**config.mk**
```make
export PLATFORM = sky130hd
export DESIGN_NAME = mem_access_ctrl_flat
export DESIGN_NICKNAME = d
export VERILOG_FILES = /design/src/rtl/mem_access_ctrl_if.sv /design/src/rtl/mem_access_ctrl.sv /design/src/flat_wrapper.sv
export SDC_FILE = /design/constraint.sdc
export NUM_CORES = 1
export LEC_CHECK = 0
export BUFFER_PORTS_ARGS = -buffer_cell sky130_fd_sc_hd__buf_4
export CORE_MARGIN = 2
export CORE_UTILIZATION = 35
export CTS_CLUSTER_DIAMETER = 200
export DETAILED_ROUTE_END_ITERATION = 8
export PLACE_DENSITY = 0.7
export SLEW_MARGIN = 10
export SYNTH_ARGS = -nofsm -noshare
export SYNTH_HDL_FRONTEND = slang
export SYNTH_SLANG_ARGS = --single-unit
export TNS_END_PERCENT = 5
```
**constraint.sdc**
```tcl
create_clock -name clk -period 2.3 [get_ports clk]
set_input_delay 0.345 -clock clk [delete_from_list [all_inputs] [get_ports clk]]
set_output_delay 0.345 -clock clk [all_outputs]
set_load 0.005 [all_outputs]
```
**src/rtl/mem_access_ctrl_if.sv**
```systemverilog
// SRAM-like data channel between the MEM-stage access controller and memory.
// Request fields are held stable while data_req=1; data_addr_ok accepts the request,
// and data_data_ok marks the cycle where data_rdata is valid.
interface mem_access_ctrl_if;
  logic        data_req;
  logic        data_wr;
  logic [1:0]  data_size;
  logic [31:0] data_addr;
  logic [31:0] data_wdata;
  logic [3:0]  data_wstrb;
  logic        data_addr_ok;
  logic        data_data_ok;
  logic [31:0] data_rdata;

  modport master (
    output data_req, data_wr, data_size, data_addr, data_wdata, data_wstrb,
    input  data_addr_ok, data_data_ok, data_rdata
  );

  modport slave (
    input  data_req, data_wr, data_size, data_addr, data_wdata, data_wstrb,
    output data_addr_ok, data_data_ok, data_rdata
  );
endinterface

```
**src/rtl/mem_access_ctrl.sv**
```systemverilog
// MEM-stage load/store controller: decodes the access, raises address errors,
// and runs one SRAM-like transaction per aligned access through IDLE/ADDR/DATA/DONE.
module mem_access_ctrl (
  input  logic        clk,
  input  logic        resetn,
  input  logic        validM,
  input  logic [5:0]  op,
  input  logic [31:0] aluoutM,
  input  logic [31:0] writedataM,
  input  logic        flushM,
  input  logic        pipe_stall,
  mem_access_ctrl_if.master mem,
  output logic [31:0] readdataM,
  output logic        stall_mem,
  output logic        adel,
  output logic        ades,
  output logic [31:0] badvaddr,
  output logic [1:0]  state_dbg
);
  localparam logic [5:0] OP_LB  = 6'b100000;
  localparam logic [5:0] OP_LH  = 6'b100001;
  localparam logic [5:0] OP_LW  = 6'b100011;
  localparam logic [5:0] OP_LBU = 6'b100100;
  localparam logic [5:0] OP_LHU = 6'b100101;
  localparam logic [5:0] OP_SB  = 6'b101000;
  localparam logic [5:0] OP_SH  = 6'b101001;
  localparam logic [5:0] OP_SW  = 6'b101011;

  typedef enum logic [1:0] {IDLE = 2'd0, ADDR = 2'd1, DATA = 2'd2, DONE = 2'd3} state_t;
  state_t state, state_nxt;

  logic        is_load, is_store, misalign, access, start;
  logic [1:0]  size_d;
  logic [31:0] wdata_d;
  logic [3:0]  wstrb_d;
  logic        capture, set_discard, latch_rd;

  logic        discard_q, wr_q;
  logic [1:0]  size_q;
  logic [31:0] addr_q, wdata_q, rdata_q;
  logic [3:0]  wstrb_q;

  always_comb begin
    is_load  = 1'b0;
    is_store = 1'b0;
    misalign = 1'b0;
    size_d   = 2'd0;
    wdata_d  = writedataM;
    wstrb_d  = 4'b0000;
    case (op)
      OP_LB, OP_LBU: begin
        is_load = 1'b1;
      end
      OP_LH, OP_LHU: begin
        is_load  = 1'b1;
        size_d   = 2'd1;
        misalign = aluoutM[0];
      end
      OP_LW: begin
        is_load  = 1'b1;
        size_d   = 2'd2;
        misalign = |aluoutM[1:0];
      end
      OP_SB: begin
        is_store = 1'b1;
        wdata_d  = {4{writedataM[7:0]}};
        wstrb_d  = 4'b0001 << aluoutM[1:0];
      end
      OP_SH: begin
        is_store = 1'b1;
        size_d   = 2'd1;
        misalign = aluoutM[0];
        wdata_d  = {2{writedataM[15:0]}};
        wstrb_d  = aluoutM[1] ? 4'b1100 : 4'b0011;
      end
      OP_SW: begin
        is_store = 1'b1;
        size_d   = 2'd2;
        misalign = |aluoutM[1:0];
        wstrb_d  = 4'b1111;
      end
      default: ;
    endcase
  end

  assign access   = validM & (is_load | is_store);
  assign start    = access & ~misalign & ~flushM;
  assign adel     = access & is_load & misalign;
  assign ades     = access & is_store & misalign;
  assign badvaddr = (adel | ades) ? aluoutM : 32'h0;

  always_ff @(posedge clk or negedge resetn) begin
    if (!resetn) state <= IDLE;
    else         state <= state_nxt;
  end

  always_comb begin
    state_nxt   = state;
    capture     = 1'b0;
    set_discard = 1'b0;
    latch_rd    = 1'b0;
    stall_mem   = 1'b0;
    case (state)
      IDLE: begin
        if (start) begin
          capture   = 1'b1;
          stall_mem = 1'b1;
          state_nxt = ADDR;
        end
      end
      ADDR: begin
        stall_mem = 1'b1;
        if (mem.data_addr_ok) begin
          // A request already accepted must still have its response drained.
          set_discard = flushM;
          state_nxt   = DATA;
        end else if (flushM) begin
          state_nxt = IDLE;
        end
      end
      DATA: begin
        stall_mem = 1'b1;
        if (mem.data_data_ok) begin
          latch_rd  = ~wr_q & ~discard_q & ~flushM;
          state_nxt = (discard_q | flushM) ? IDLE : DONE;
        end
      end
      DONE: begin
        if (!pipe_stall || flushM) state_nxt = IDLE;
      end
      default: state_nxt = IDLE;
    endcase
  end

  always_ff @(posedge clk or negedge resetn) begin
    if (!resetn) begin
      discard_q <= 1'b0;
      wr_q      <= 1'b0;
      size_q    <= 2'd0;
      addr_q    <= 32'h0;
      wdata_q   <= 32'h0;
      wstrb_q   <= 4'b0000;
      rdata_q   <= 32'h0;
    end else begin
      if (capture) begin
        wr_q    <= is_store;
        size_q  <= size_d;
        addr_q  <= aluoutM;
        wdata_q <= wdata_d;
        wstrb_q <= wstrb_d;
      end
      if (set_discard)             discard_q <= 1'b1;
      else if (state_nxt == IDLE)  discard_q <= 1'b0;
      if (latch_rd)                rdata_q   <= mem.data_rdata;
    end
  end

  assign mem.data_req   = (state == ADDR);
  assign mem.data_wr    = wr_q;
  assign mem.data_size  = size_q;
  assign mem.data_addr  = addr_q;
  assign mem.data_wdata = wdata_q;
  assign mem.data_wstrb = wstrb_q;
  assign readdataM      = rdata_q;
  assign state_dbg      = state;
endmodule

```
**src/flat_wrapper.sv**
```systemverilog
// flat-port wrapper written by rule: the top's interface ports become plain ports
module mem_access_ctrl_flat 
  (clk, resetn, validM, op, aluoutM, writedataM, flushM, pipe_stall, readdataM, stall_mem, adel, ades, badvaddr, state_dbg, mem_data_req, mem_data_wr, mem_data_size, mem_data_addr, mem_data_wdata, mem_data_wstrb, mem_data_addr_ok, mem_data_data_ok, mem_data_rdata);
  mem_access_ctrl_if mem_i ();
  input  logic clk;
  input  logic resetn;
  input  logic validM;
  input  logic [5:0] op;
  input  logic [31:0] aluoutM;
  input  logic [31:0] writedataM;
  input  logic flushM;
  input  logic pipe_stall;
  output logic [31:0] readdataM;
  output logic stall_mem;
  output logic adel;
  output logic ades;
  output logic [31:0] badvaddr;
  output logic [1:0] state_dbg;
  output wire logic [$bits(mem_i.data_req)-1:0] mem_data_req;
  output wire logic [$bits(mem_i.data_wr)-1:0] mem_data_wr;
  output wire logic [$bits(mem_i.data_size)-1:0] mem_data_size;
  output wire logic [$bits(mem_i.data_addr)-1:0] mem_data_addr;
  output wire logic [$bits(mem_i.data_wdata)-1:0] mem_data_wdata;
  output wire logic [$bits(mem_i.data_wstrb)-1:0] mem_data_wstrb;
  input wire logic [$bits(mem_i.data_addr_ok)-1:0] mem_data_addr_ok;
  input wire logic [$bits(mem_i.data_data_ok)-1:0] mem_data_data_ok;
  input wire logic [$bits(mem_i.data_rdata)-1:0] mem_data_rdata;
  assign mem_data_req = mem_i.data_req;
  assign mem_data_wr = mem_i.data_wr;
  assign mem_data_size = mem_i.data_size;
  assign mem_data_addr = mem_i.data_addr;
  assign mem_data_wdata = mem_i.data_wdata;
  assign mem_data_wstrb = mem_i.data_wstrb;
  assign mem_i.data_addr_ok = mem_data_addr_ok;
  assign mem_i.data_data_ok = mem_data_data_ok;
  assign mem_i.data_rdata = mem_data_rdata;
  mem_access_ctrl u_core (.clk(clk), .resetn(resetn), .validM(validM), .op(op), .aluoutM(aluoutM), .writedataM(writedataM), .flushM(flushM), .pipe_stall(pipe_stall), .mem(mem_i), .readdataM(readdataM), .stall_mem(stall_mem), .adel(adel), .ades(ades), .badvaddr(badvaddr), .state_dbg(state_dbg));
endmodule
```
; Yosys cells after proc, flatten, opt, wreduce, memory -nomap -nowiden
; Index checks and enable logic that the tools add are counted.
[classes]
n_div = 0
order_cmp = 0
bitwise_logic = 16
muxes = 24
add_sub_neg = 0
n_mul = 0
n_eq_ne = 11
reduce_logical = 11
shift = 1
[op_table]
columns = operator, count
row1 = one-hot mux 32 bit (2 select lines), 1
row2 = "equality test 6 bit, second input constant", 8
row3 = 2-to-1 mux 32 bit, 1
row4 = 2-to-1 mux 2 bit, 6
row5 = one-hot mux 4 bit (3 select lines), 1
row6 = 2-to-1 mux 1 bit, 10
row7 = bitwise AND 1 bit, 9
row8 = one-hot mux 2 bit (4 select lines), 1
row9 = OR reduction 2 bit, 3
row10 = OR reduction 3 bit, 2
row11 = OR reduction 5 bit, 1
row12 = "equality test 2 bit, second input constant", 2
row13 = zero test 2 bit, 2
row14 = 2-to-1 mux 4 bit, 1
row15 = NOT 1 bit, 4
row16 = one-hot mux 1 bit (2 select lines), 2
row17 = one-hot mux 2 bit (2 select lines), 1
row18 = "<< shifter 1 x 2 -> 4 bit, first input constant", 1
row19 = OR 1 bit, 3
row20 = "equality test 2 x 1 -> 1 bit, second input constant", 1
row21 = nonzero test 2 bit, 1
row22 = zero test 1 bit, 1
row23 = logical OR 1 bit, 1
[word_totals]
latchBits = 0
ramBits = 0
inputBits = 109
mem_bits_ro = 0
ff_bits = 106
n_memories = 0

; Longest topological paths before layout
; Gate-level depths: netlist (run 1).
[logic_depth]
word_depth = 12
depth_mapped = 6
depth_no_buf = 6

; Least setup slack after synthesis (run 1)
; OpenSTA, ideal clock, no wires.
[synth_path]
path_kind = input to output
startpoint = in op[0]
endpoint = out stall_mem
path_slack_ps = 382
arrival_time_ps = 1573
t_required_ps = 1955
stages = 6
path_cell_list = buf_2 and3_1 a22oi_1 nand3_4 buf_6 a21oi_1
[synth_via]
elab_chain_cells = 9
elab_cells_between_ends = 22
[synth_rtl]
columns = element, line
row1 = from (decl), flat_wrapper.sv:8  ; input logic [5:0] op;
row2 = equality test 6 bit, mem_access_ctrl.sv:50  ; case (op)
row3 = OR reduction 5 bit (no line) or OR reduction 3 bit (tied branches), n/a
row4 = 2-to-1 mux 1 bit, mem_access_ctrl.sv:50
row5 = OR 1 bit, mem_access_ctrl.sv:86  ; assign access = validM & (is_load | is_store);
row6 = bitwise AND 1 bit, mem_access_ctrl.sv:86
row7 = bitwise AND 1 bit (*) (2 in a row), mem_access_ctrl.sv:87  ; assign start = access & ~misalign & ~flushM;
row8 = 2-to-1 mux 1 bit (*), mem_access_ctrl.sv:105  ; if (start) begin
row9 = one-hot mux 1 bit (2 select lines) (*), mem_access_ctrl.sv:103  ; case (state)
row10 = to (decl), flat_wrapper.sv:14  ; output logic stall_mem;
; Mark *: on every way between the ends. The rest lies on a longest branch, timed or not.

; Worst setup path after layout (run 1)
[layout_path]
startpoint = reg u_core.state[0], in the netlist u_core.state_dbg[0]
endpoint = out stall_mem
[layout_via]
elab_chain_cells = 3
elab_cells_between_ends = 5
[layout_rtl]
columns = element, line
row1 = from (decl), mem_access_ctrl.sv:30  ; state_t state, state_nxt;
row2 = from (signal assigned), mem_access_ctrl.sv:94  ; else state <= state_nxt;
row3 = equality test 2 x 1 -> 1 bit or equality test 2 bit (tied branches), mem_access_ctrl.sv:103
row4 = OR reduction 2 bit (no line), n/a
row5 = one-hot mux 1 bit (2 select lines) (*), mem_access_ctrl.sv:103
; Marked as above.

==> results of run 1 <==
==> registers in the layout, indices dropped and copies added, names as in the netlist <==
register,flops
u_core.mem.data_wstrb,4
u_core.mem.data_wdata,32
u_core.state_dbg,2
u_core.mem.data_addr,32
u_core.discard_q,1
u_core.readdataM,32
u_core.mem.data_size,2
u_core.mem.data_wr,1
==> cells by family after synthesis <==
| family | count (synthesis) | synth area share |
|---|---|---|
| multiplexers | 125 | 0.3183 |
| buffers and inverters | 25 | 0.02994 |
| adder cells (fa/ha/maj) | 5 | 0.01207 |
| AO/OA/AOI/OAI | 39 | 0.04733 |
| AND/OR/NAND/NOR | 67 | 0.08042 |
| flip-flops | 106 | 0.5120 |
==> cells in the mapped netlist, types with 2 or more instances <==
| cell type | instances |
|---|---|
| sky130_fd_sc_hd__o2bb2ai_1 | 2 |
| sky130_fd_sc_hd__nand4_1 | 2 |
| sky130_fd_sc_hd__clkbuf_1 | 6 |
| sky130_fd_sc_hd__and2_1 | 33 |
| sky130_fd_sc_hd__a31oi_1 | 2 |
| sky130_fd_sc_hd__mux2i_1 | 8 |
| sky130_fd_sc_hd__buf_2 | 4 |
| sky130_fd_sc_hd__nor2_1 | 7 |
| sky130_fd_sc_hd__nor3_1 | 3 |
| sky130_fd_sc_hd__a2111oi_0 | 2 |
| sky130_fd_sc_hd__nand2_1 | 3 |
| sky130_fd_sc_hd__nand3_1 | 3 |
| sky130_fd_sc_hd__o21ai_0 | 3 |
| sky130_fd_sc_hd__buf_6 | 7 |
| sky130_fd_sc_hd__and3_1 | 3 |
| sky130_fd_sc_hd__nor2b_1 | 2 |
| sky130_fd_sc_hd__dfrtp_1 | 106 |
| sky130_fd_sc_hd__mux2_4 | 67 |
| sky130_fd_sc_hd__inv_1 | 6 |
| sky130_fd_sc_hd__ha_1 | 5 |
| sky130_fd_sc_hd__mux2_2 | 50 |
| sky130_fd_sc_hd__nand2b_1 | 4 |
| sky130_fd_sc_hd__a21oi_1 | 21 |
==> layout make-up <==
type | count | area (um2)
tap | 184 | 230.2
inverter | 6 | 22.52
clock inverter | 7 | 51.30
multi-input combinational | 236 | 2380
clock buffer | 9 | 225.2
fill | 1209 | 6910
timing repair buffer | 259 | 2007
sequential | 106 | 2653
==> per-layer routing <==
layer  vias to the layer above  global-route usage  routed length [um]
met4                         0             0.05556                 236
met2                       178              0.2890                6639
met3                        16             0.05310                1117
met5                         -                   0                   0
met1                      1877              0.2169                5806
li1                       1807                   -                   -
==> power by group through the flow <==
stage / Clock [uW] / Combinational (uW) / Sequential, uW
6_report: 1440 / 3190 / 3230
5_1_grt: 1570 / 3420 / 3350
4_1_cts: 1500 / 3250 / 3240
3_5_place_dp: 0 / 3240 / 3250
3_3_place_gp: 0 / 3180 / 3230
2_1_floorplan: 0 / 1340 / 3250
==> worst max-delay path, delay by kind of cell, from the launching register on <==
kind	cells	cell delay (ns)
fa+ha+maj	1	0.24
buf+inv	2	0.31
flops	1	0.42
simple gates	1	0.12
compound gates	1	0.20
==> stage by stage <==
stage	setup WS (ns)	hold slack, ns	total power (uW)
5_1_grt	0.2111	0.09973	8342
4_1_cts	0.3025	0.08655	7992
3_5_place_dp	0.3236	0.4669	6491
3_3_place_gp	0.3357	0.4616	6410
2_1_floorplan	0.3822	0.04941	4585
6_report	0.3286	0.05107	7865
==> worst paths after layout <==
path                                               start                        end
max in group asynchronous                         resetn  u_core.mem.data_wdata[14]
worst max-delay path                 u_core.state_dbg[0]                  stall_mem
worst max register to register       u_core.state_dbg[0]       u_core.readdataM[17]
worst min-delay path                              resetn       u_core.readdataM[11]
min in group clk                       mem_data_rdata[2]        u_core.readdataM[2]
worst min register to register  u_core.mem.data_wstrb[3]   u_core.mem.data_wstrb[3]
==> flow_summary.rst, run 1 <==
.. list-table::
   :header-rows: 1

   * - Metric
     - Value
   * - Worst Path Class, Setup
     - reg -> out
   * - Number of cells in the design after placement
     - 791
   * - Total DRC errors in the routed layout
     - 0
   * - Wire length of the first global-routing pass
     - 21840 um
   * - Count of distinct cell types in the synthesized netlist
     - 41
   * - Routed wire per std cell
     - 17.10 um
   * - Worst IR Drop VDD
     - 537.9 uV
   * - Average cell area after synthesis
     - 14.12 um2
   * - Most frequent cells in the layout
     - 254 x sky130_fd_sc_hd__buf_4, 106 x sky130_fd_sc_hd__dfrtp_1, 67 x sky130_fd_sc_hd__mux2_4, 50 x sky130_fd_sc_hd__mux2_2, 33 x sky130_fd_sc_hd__and2_1
   * - Data arrival, critical path
     - 1.63 ns
   * - Total GRT Usage
     - 0.1737
   * - Slowest-stage cell, CP
     - sky130_fd_sc_hd__dfrtp_1
   * - CTS Buffer Depth
     - 2
   * - Area of the die
     - 15790 um2
   * - Portion of total power attributed to combinational logic
     - 0.406
   * - CP Max Fanout
     - 5
   * - Worst slew margin relative to its limit
     - 0.5187
   * - Lkg Pwr
     - 0.003968 uW
   * - Net switching power figure
     - 2212 uW
   * - Reg power frac
     - 0.411
   * - Clock sink total
     - 106
   * - Commonest non-fill, non-tap cell in the layout
     - sky130_fd_sc_hd__buf_4
   * - Number of clock buffers inserted by TritonCTS
     - 9
   * - Net total in the final layout
     - ~730
   * - Shortest clock period the worst path allows after layout
     - a little under 2 ns
   * - CTS Root Cell
     - sky130_fd_sc_hd__clkbuf_16
   * - Ratio of total power to cell area
     - 1039 nW/um2
   * - Register bit count reported by yosys
     - between 100 and 150
   * - Final setup skew
     - 0.005536 ns
   * - Final setup vio count
     - 0
   * - Async set-or-reset flop fraction in the synthesized netlist
     - 1.000
   * - Largest net degree at the start of global routing
     - between 100 and 150
   * - Max cap viols
     - 0
   * - Final antenna-violating net count
     - 0
   * - Sequential-to-total area share from yosys stat
     - 0.5120
   * - Endpoints failing hold
     - 0
   * - Length of the first detailed-routing pass in iterations
     - 4
   * - Cells along the critical path
     - inv_1 -> ha_1 -> nand3_4 -> a21oi_1 -> buf_4
   * - Horizontal die dimension
     - 125.7 um
   * - Detail-routed via count per cell
     - 4.805
   * - Post-Syn Instances
     - 367
   * - Final Max Slew Viols
     - 0
   * - Net Count, Synth
     - about 480
   * - Post-route insts no fill
     - 807
   * - Top-Level Pins
     - 250
   * - Buffers inserted during post-CTS setup optimization
     - 0
   * - Hold-fix buffers, CTS
     - 0
   * - Switching portion of total power
     - 0.2813
   * - Post-route cell area
     - 7569 um2
   * - Ys Warns
     - 0
   * - Drt total wl
     - 13800 um
   * - Part of the total power dissipated in the clock network
     - 0.183
   * - Worst Tran Pin Value
     - 0.7038 ns
   * - Floorplan die height
     - approximately 130 um
   * - Number of enable-type register cells in the synthesized netlist
     - 0
   * - Fraction of layout cells with a size suffix above 1
     - 0.6388
   * - Synth area leaders
     - sky130_fd_sc_hd__dfrtp_1 51%, sky130_fd_sc_hd__mux2_4 19%, sky130_fd_sc_hd__mux2_2 11%
   * - Number of global-route vias before repair
     - 4006
   * - Crit. End Element
     - primary output
   * - Area share of the largest cell type after synthesis
     - 0.5120
   * - Mapped Area
     - 5181 um2
   * - Placed wire-length estimate after detailed placement
     - between 10000 and 15000 um
   * - Via Count
     - 3878
   * - Critical path required time
     - 1.96 ns
   * - Area overhead of the layout relative to synthesis
     - 46.08%
   * - Effective utilization at floorplan
     - 0.3578
   * - Antenna violations before repair
     - 0
   * - Reg-to-reg setup timing slack
     - 0.41 ns
   * - Result of the run
     - finished clean
   * - Total negative slack
     - 0 ns
   * - Core Box Area
     - 14480 um2
   * - CTS resizes
     - 0
   * - Cell type with the largest total area after synthesis
     - sky130_fd_sc_hd__dfrtp_1
   * - Clock latency reported for the late side of the worst-skew pair
     - 0.34 ns
   * - Type of origin of the critical path
     - register
   * - Final standard cell utilization of the core
     - 0.5227
   * - Total of buffers placed on input and output ports
     - about 250
   * - Standard cell area after detailed placement
     - 7292 um2
   * - Gp weighted congestion
     - 0.8661
   * - Antenna diode count
     - 0
   * - Setup repair after global routing missed its margin
     - no
   * - Number of cell rows
     - 44
   * - Most common flop cell mapped by yosys
     - sky130_fd_sc_hd__dfrtp_1
   * - Internal
     - 5653 uW
   * - CTS tree
     - built
   * - Delay of the slowest critical-path stage
     - roughly 0.42 ns
   * - Final clock period utilization by the worst path
     - 0.8571
   * - H-Tree Depth
     - 3
   * - Highest attainable clock frequency
     - approximately 510 MHz
   * - Gr ovfl total
     - 0
   * - Hold/Removal Path Class
     - in -> async
   * - Initial detailed-routing violation count
     - around 150
   * - Reg clk slew, reported paths
     - ~0.07 ns
   * - Worst R2R Path Depth
     - 6
Note: power is estimated with default switching activity, not from simulation.
==> run 2: changes to the inputs <==
--- a/constraint.sdc
+++ b/constraint.sdc
@@ -3,2 +3,2 @@
 set_output_delay 0.345 -clock clk [all_outputs]
-set_load 0.005 [all_outputs]
+set_load 0.01 [all_outputs]
==> flow_summary.rst, run 2 (synthesized netlist as in run 1, its figures left out) <==
.. list-table::
   :header-rows: 1

   * - Metric
     - Value
   * - Detail-routed via count per cell
     - slightly below 5
   * - Wire length of the first global-routing pass
     - 22000 um
   * - CP Max Fanout
     - 5
   * - Worst Path Class, Setup
     - reg -> out
   * - Routed wire per std cell
     - 17.41 um
   * - Highest attainable clock frequency
     - 507.5 MHz
   * - Final Max Slew Viols
     - 0
   * - Worst Tran Pin Value
     - 0.7028 ns
   * - Clock latency reported for the late side of the worst-skew pair
     - roughly 0.34 ns
   * - Top-Level Pins
     - 250
   * - Net switching power figure
     - 2551 uW
   * - Final setup vio count
     - 0
   * - Slack of the critical path
     - 0.3294 ns
   * - CTS tree
     - built
   * - Final setup skew
     - approximately 0.0084 ns
   * - Beginning of the worst register-to-register path
     - u_core.state_dbg[0]
   * - Setup repair after global routing missed its margin
     - no
   * - CTS Buffer Depth
     - 2
   * - Internal
     - around 5700 uW
   * - Lkg Pwr
     - between 0.003 and 0.004 uW
   * - Worst IR Drop VDD
     - 511.5 uV
   * - Switching portion of total power
     - 0.3087
   * - Ratio of total power to cell area
     - 1091 nW/um2
   * - Drt total wl
     - 14080 um
   * - Reg clk slew, reported paths
     - 0.07 ns
   * - Total negative slack
     - 0 ns
   * - Delay of the slowest critical-path stage
     - 0.42 ns
   * - Hold/Removal Path Class
     - in -> async
   * - Worst-case hold slack
     - around 0.0018 ns
   * - Core Box Area
     - 14480 um2
   * - Initial detailed-routing violation count
     - 140
   * - Gr ovfl total
     - 0
   * - Type of origin of the critical path
     - register
   * - Total GRT Usage
     - 0.1757
   * - Area of the die
     - 15790 um2
   * - Via Count
     - 3892
   * - Worst slew margin relative to its limit
     - 0.5315
   * - Antenna diode count
     - 0
   * - Post-Place Worst Slack
     - 0.05061 ns
   * - Final clock period utilization by the worst path
     - 0.8568
   * - Number of cell rows
     - 44
   * - Commonest non-fill, non-tap cell in the layout
     - sky130_fd_sc_hd__buf_4
   * - Shortest clock period the worst path allows after layout
     - 1.971 ns
   * - Buffers inserted during post-CTS setup optimization
     - 0
   * - Part of the total power dissipated in the clock network
     - 0.175
   * - Floorplan die height
     - 125.7 um
   * - Area overhead of the layout relative to synthesis
     - 46.22%
   * - Most frequent cells in the layout
     - 257 x sky130_fd_sc_hd__buf_4, 106 x sky130_fd_sc_hd__dfrtp_1, 67 x sky130_fd_sc_hd__mux2_4, 50 x sky130_fd_sc_hd__mux2_2, 33 x sky130_fd_sc_hd__and2_1
   * - CTS Root Cell
     - sky130_fd_sc_hd__clkbuf_16
   * - Max cap viols
     - 0
   * - CTS resizes
     - 0
   * - Gp weighted congestion
     - 0.8624
   * - Largest net degree at the start of global routing
     - 48
   * - Slowest-stage cell, CP
     - sky130_fd_sc_hd__dfrtp_1
   * - Hold-fix buffers, CTS
     - 0
   * - Final antenna-violating net count
     - 0
   * - Cells along the critical path
     - inv_1 -> ha_1 -> nand3_4 -> a21oi_1 -> buf_4
   * - Number of clock buffers inserted by TritonCTS
     - 9
   * - Reg power frac
     - 0.391
   * - Total of buffers placed on input and output ports
     - 249
   * - Bufs and invs on worst path
     - 2
   * - Data arrival, critical path
     - roughly 1.6 ns
   * - Net total in the final layout
     - ~730
   * - Antenna violations before repair
     - 0
   * - Number of global-route vias before repair
     - 4026
   * - Portion of total power attributed to combinational logic
     - 0.433
   * - Effective utilization at floorplan
     - 0.3578
   * - Horizontal die dimension
     - 125.7 um
   * - Timing startpoint of the critical path
     - u_core.state_dbg[0]
   * - Clock sink total
     - around 110
   * - Fraction of layout cells with a size suffix above 1
     - 0.6384
   * - Crit. End Element
     - primary output
   * - Dominant delay contributor by cell family on the critical path
     - flip-flops
   * - Critical path required time
     - between 1.5 and 2 ns
   * - H-Tree Depth
     - 3
   * - Placed wire-length estimate after detailed placement
     - roughly 11000 um
   * - Endpoints failing hold
     - 0
   * - Total DRC errors in the routed layout
     - 0
   * - Length of the first detailed-routing pass in iterations
     - 4
   * - Result of the run
     - finished clean
run 2: changes by cell type in the layout (fill, tap and decap cells not counted), sizes merged:
cell,before,now
inv,9,7
clkinv,2,4
clkinvlp,2,0
clkbuf,9,11
buf,259,261
run 2: worst paths after layout:
check	end	slack, ns	cells after the start
max reg2reg	u_core.mem.data_wdata[3]	0.34	5
max in group asynchronous	u_core.mem.data_wdata[15]	1.61	2
min in group clk	u_core.readdataM[9]	0.23	2
min	u_core.readdataM[17]	0.002	1
max	stall_mem	0.33	5
min reg2reg	u_core.mem.data_wstrb[2]	0.50	1
run 2: cell type report:
| type | count | area [um2] |
|---|---|---|
| Clock buffer | 11 | 242.7 |
| Clock inverter | 5 | 38.79 |
| Fill cell | 1237 | 6903 |
| Inverter | 6 | 22.52 |
| Multi-Input combinational cell | 236 | 2380 |
| Sequential cell | 106 | 2653 |
| Tap cell | 184 | 230.2 |
| Timing Repair Buffer | 261 | 2009 |
run 2: power groups by stage:
stage / sequential (uW) / combinational, uW / clock (uW)
2_1_floorplan: 3580 / 1340 / 0
3_3_place_gp: 3220 / 3570 / 0
3_5_place_dp: 3250 / 3630 / 0
4_1_cts: 3240 / 3630 / 1500
5_1_grt: 3340 / 3820 / 1580
6_report: 3230 / 3580 / 1450
run 2: routing by layer:
metal  vias to the layer above  track usage  wire length, um
met5                         -            0                0
li1                       1806            -                -
met4                         0      0.06667              317
met2                       183       0.2944             6848
met3                        27      0.05310             1233
met1                      1876       0.2139             5683
run 2: stage by stage:
stage,utilization,total power [uW],cells,instance area (um2)
2_1_floorplan,-,4928,367,5181
3_3_place_gp,0.5038,6792,793,7295
3_5_place_dp,0.5038,6882,793,7295
4_1_cts,0.5232,8380,809,7576
5_1_grt,0.5232,8739,809,7576
6_report,0.5232,8263,809,7576
==> run 3: changes to the inputs <==
HOLD_SLACK_MARGIN = 0.05   (was not set)
==> flow_summary.rst, run 3 (synthesized netlist as in run 1, its figures left out) <==
.. list-table::
   :header-rows: 1

   * - Metric
     - Value
   * - Crit. End Element
     - primary output
   * - Wire length on met3
     - 1157 um
   * - Data arrival, critical path
     - 1.62 ns
   * - Result of the run
     - finished clean
   * - Worst slew margin relative to its limit
     - 0.5448
   * - Reg clk slew, reported paths
     - 0.07 ns
   * - Detail-routed via count per cell
     - 4.781
   * - Number of clock buffers inserted by TritonCTS
     - 9
   * - Hold/Removal Path Class
     - in -> reg
   * - Antenna diode count
     - 0
   * - Max cap viols
     - 0
   * - Topmost layer with routed signal wires
     - met4
   * - Total GRT Usage
     - 0.1758
   * - Shortest clock period the worst path allows after layout
     - 1.966 ns
   * - Setup repair after global routing missed its margin
     - no
   * - Final Max Slew Viols
     - 0
   * - Cells along the critical path
     - inv_1 -> ha_1 -> nand3_4 -> a21oi_1 -> buf_4
   * - Ratio of total power to cell area
     - 1089 nW/um2
   * - Area of the die
     - 15790 um2
   * - H-Tree Depth
     - 3
   * - CP Max Fanout
     - 5
   * - Area overhead of the layout relative to synthesis
     - 46.41%
   * - Worst Tran Pin Value
     - 0.6656 ns
   * - Count of fill cells added during filler insertion
     - 1236
   * - Type of origin of the critical path
     - register
   * - Power, Total
     - 8259 uW
   * - Delay of the slowest critical-path stage
     - 0.42 ns
   * - Placed wire-length estimate after detailed placement
     - 10740 um
   * - Commonest non-fill, non-tap cell in the layout
     - sky130_fd_sc_hd__buf_4
   * - Post-Place Worst Slack
     - 0.05061 ns
   * - Total of buffers placed on input and output ports
     - roughly 250
   * - Final setup vio count
     - 0
   * - Gr ovfl total
     - 0
   * - Most frequent cells in the layout
     - 257 x sky130_fd_sc_hd__buf_4, 106 x sky130_fd_sc_hd__dfrtp_1, 67 x sky130_fd_sc_hd__mux2_4, 50 x sky130_fd_sc_hd__mux2_2, 33 x sky130_fd_sc_hd__and2_1
   * - Routed wire per std cell
     - 17.41 um
   * - Lkg Pwr
     - 0.003984 uW
   * - Length of the first detailed-routing pass in iterations
     - 6
   * - Initial detailed-routing violation count
     - ~120
   * - Number of global-route vias before repair
     - 4029
   * - Clock sink total
     - 106
   * - Total DRC errors in the routed layout
     - 0
   * - CTS Root Cell
     - sky130_fd_sc_hd__clkbuf_16
   * - Net total in the final layout
     - 735
   * - Top-Level Pins
     - 250
   * - Worst IR Drop VDD
     - 511.5 uV
   * - Number of cell rows
     - 44
   * - Via Count
     - 3873
   * - Total negative slack
     - 0 ns
   * - Final setup skew
     - 0.008369 ns
   * - Buffers inserted during post-CTS setup optimization
     - 0
   * - Core Box Area
     - about 14000 um2
   * - Clock latency reported for the late side of the worst-skew pair
     - 0.34 ns
   * - Drt total wl
     - 14100 um
   * - Reg-to-reg setup timing slack
     - 0.34 ns
   * - Horizontal die dimension
     - 125.7 um
   * - Endpoints failing hold
     - 0
   * - Largest net degree at the start of global routing
     - 48
   * - Gp weighted congestion
     - 0.8624
   * - Slowest-stage cell, CP
     - sky130_fd_sc_hd__dfrtp_1
   * - Slack of the critical path
     - approximately 0.33 ns
   * - Antenna violations before repair
     - 0
   * - Detailed-routed wire length on met2
     - between 6000 and 7000 um
   * - CTS Buffer Depth
     - 2
   * - Highest attainable clock frequency
     - ~510 MHz
   * - Fraction of layout cells with a size suffix above 1
     - 0.6374
   * - Effective utilization at floorplan
     - 0.3578
   * - Floorplan die height
     - between 100 and 150 um
   * - Critical path required time
     - 1.96 ns
   * - Wire length of the first global-routing pass
     - 22010 um
   * - Final clock period utilization by the worst path
     - 0.8546
   * - Final antenna-violating net count
     - 0
   * - Met1 Wirelength
     - 5793 um
   * - Worst Path Class, Setup
     - reg -> out
   * - CTS tree
     - built
==> run 3: what timing repair did <==
item | CTS | global route
hold buffers | 1 | 0
setup endpoints to repair | 0 | 0
hold endpoints to repair | 42 | 0
resized for setup | 0 | 0
==> run 3: through the flow <==
| step | hold WS (ns) | cells | cell area [um2] | utilization |
|---|---|---|---|---|
| 2_1_floorplan | 0.04941 | 367 | 5181 | - |
| 3_3_place_gp | 0.3848 | 793 | 7295 | 0.5038 |
| 3_5_place_dp | 0.4057 | 793 | 7295 | 0.5038 |
| 4_1_cts | 0.2120 | 810 | 7586 | 0.5239 |
| 5_1_grt | 0.2168 | 810 | 7586 | 0.5239 |
| 6_report | 0.2315 | 810 | 7586 | 0.5239 |
==> run 3: final timing paths <==
check / start / to / depth (start not counted)
min in group asynchronous: resetn / u_core.readdataM[17] / 2
worst max-delay path: u_core.state_dbg[0] / stall_mem / 5
worst min-delay path: mem_data_rdata[9] / u_core.readdataM[9] / 2
max in group asynchronous: resetn / u_core.mem.data_wdata[15] / 3
worst max register to register: u_core.state_dbg[0] / u_core.mem.data_wdata[3] / 5
worst min register to register: u_core.mem.data_wstrb[2] / u_core.mem.data_wstrb[2] / 1
==> run 3: critical path, delay by kind of cell (launching register included) <==
family	cells	cell delay, ns
flip-flops	1	0.42
AND/OR/NAND/NOR	1	0.11
AO/OA/AOI/OAI	1	0.20
buffers and inverters	2	0.32
adder cells (fa/ha/maj)	1	0.24
==> run 3: routing by layer <==
metal  global-route usage  up-vias
li1                     -     1806
met1               0.2142     1865
met2               0.2944      175
met3              0.05310       27
met4              0.06667        0
met5                    0        -
==> run 3: layout make-up <==
type / instances / area [um2] / area share
clock inverters: 5 / 38.79 / 0.005113
flip-flops and latches: 106 / 2653 / 0.3497
repair buffers: 262 / 2019 / 0.2662
inverters: 6 / 22.52 / 0.002969
multi-input cells: 236 / 2380 / 0.3137
well taps: 184 / 230.2 / 0.03035
clock buffers: 11 / 242.7 / 0.03200
==> run 3: power by group <==
group | internal [uW] | leakage [uW] | switching [uW]
registers | 2720 | 0.00133 | 517
clock network | 772 | 0.000141 | 676
logic | 2220 | 0.00251 | 1350
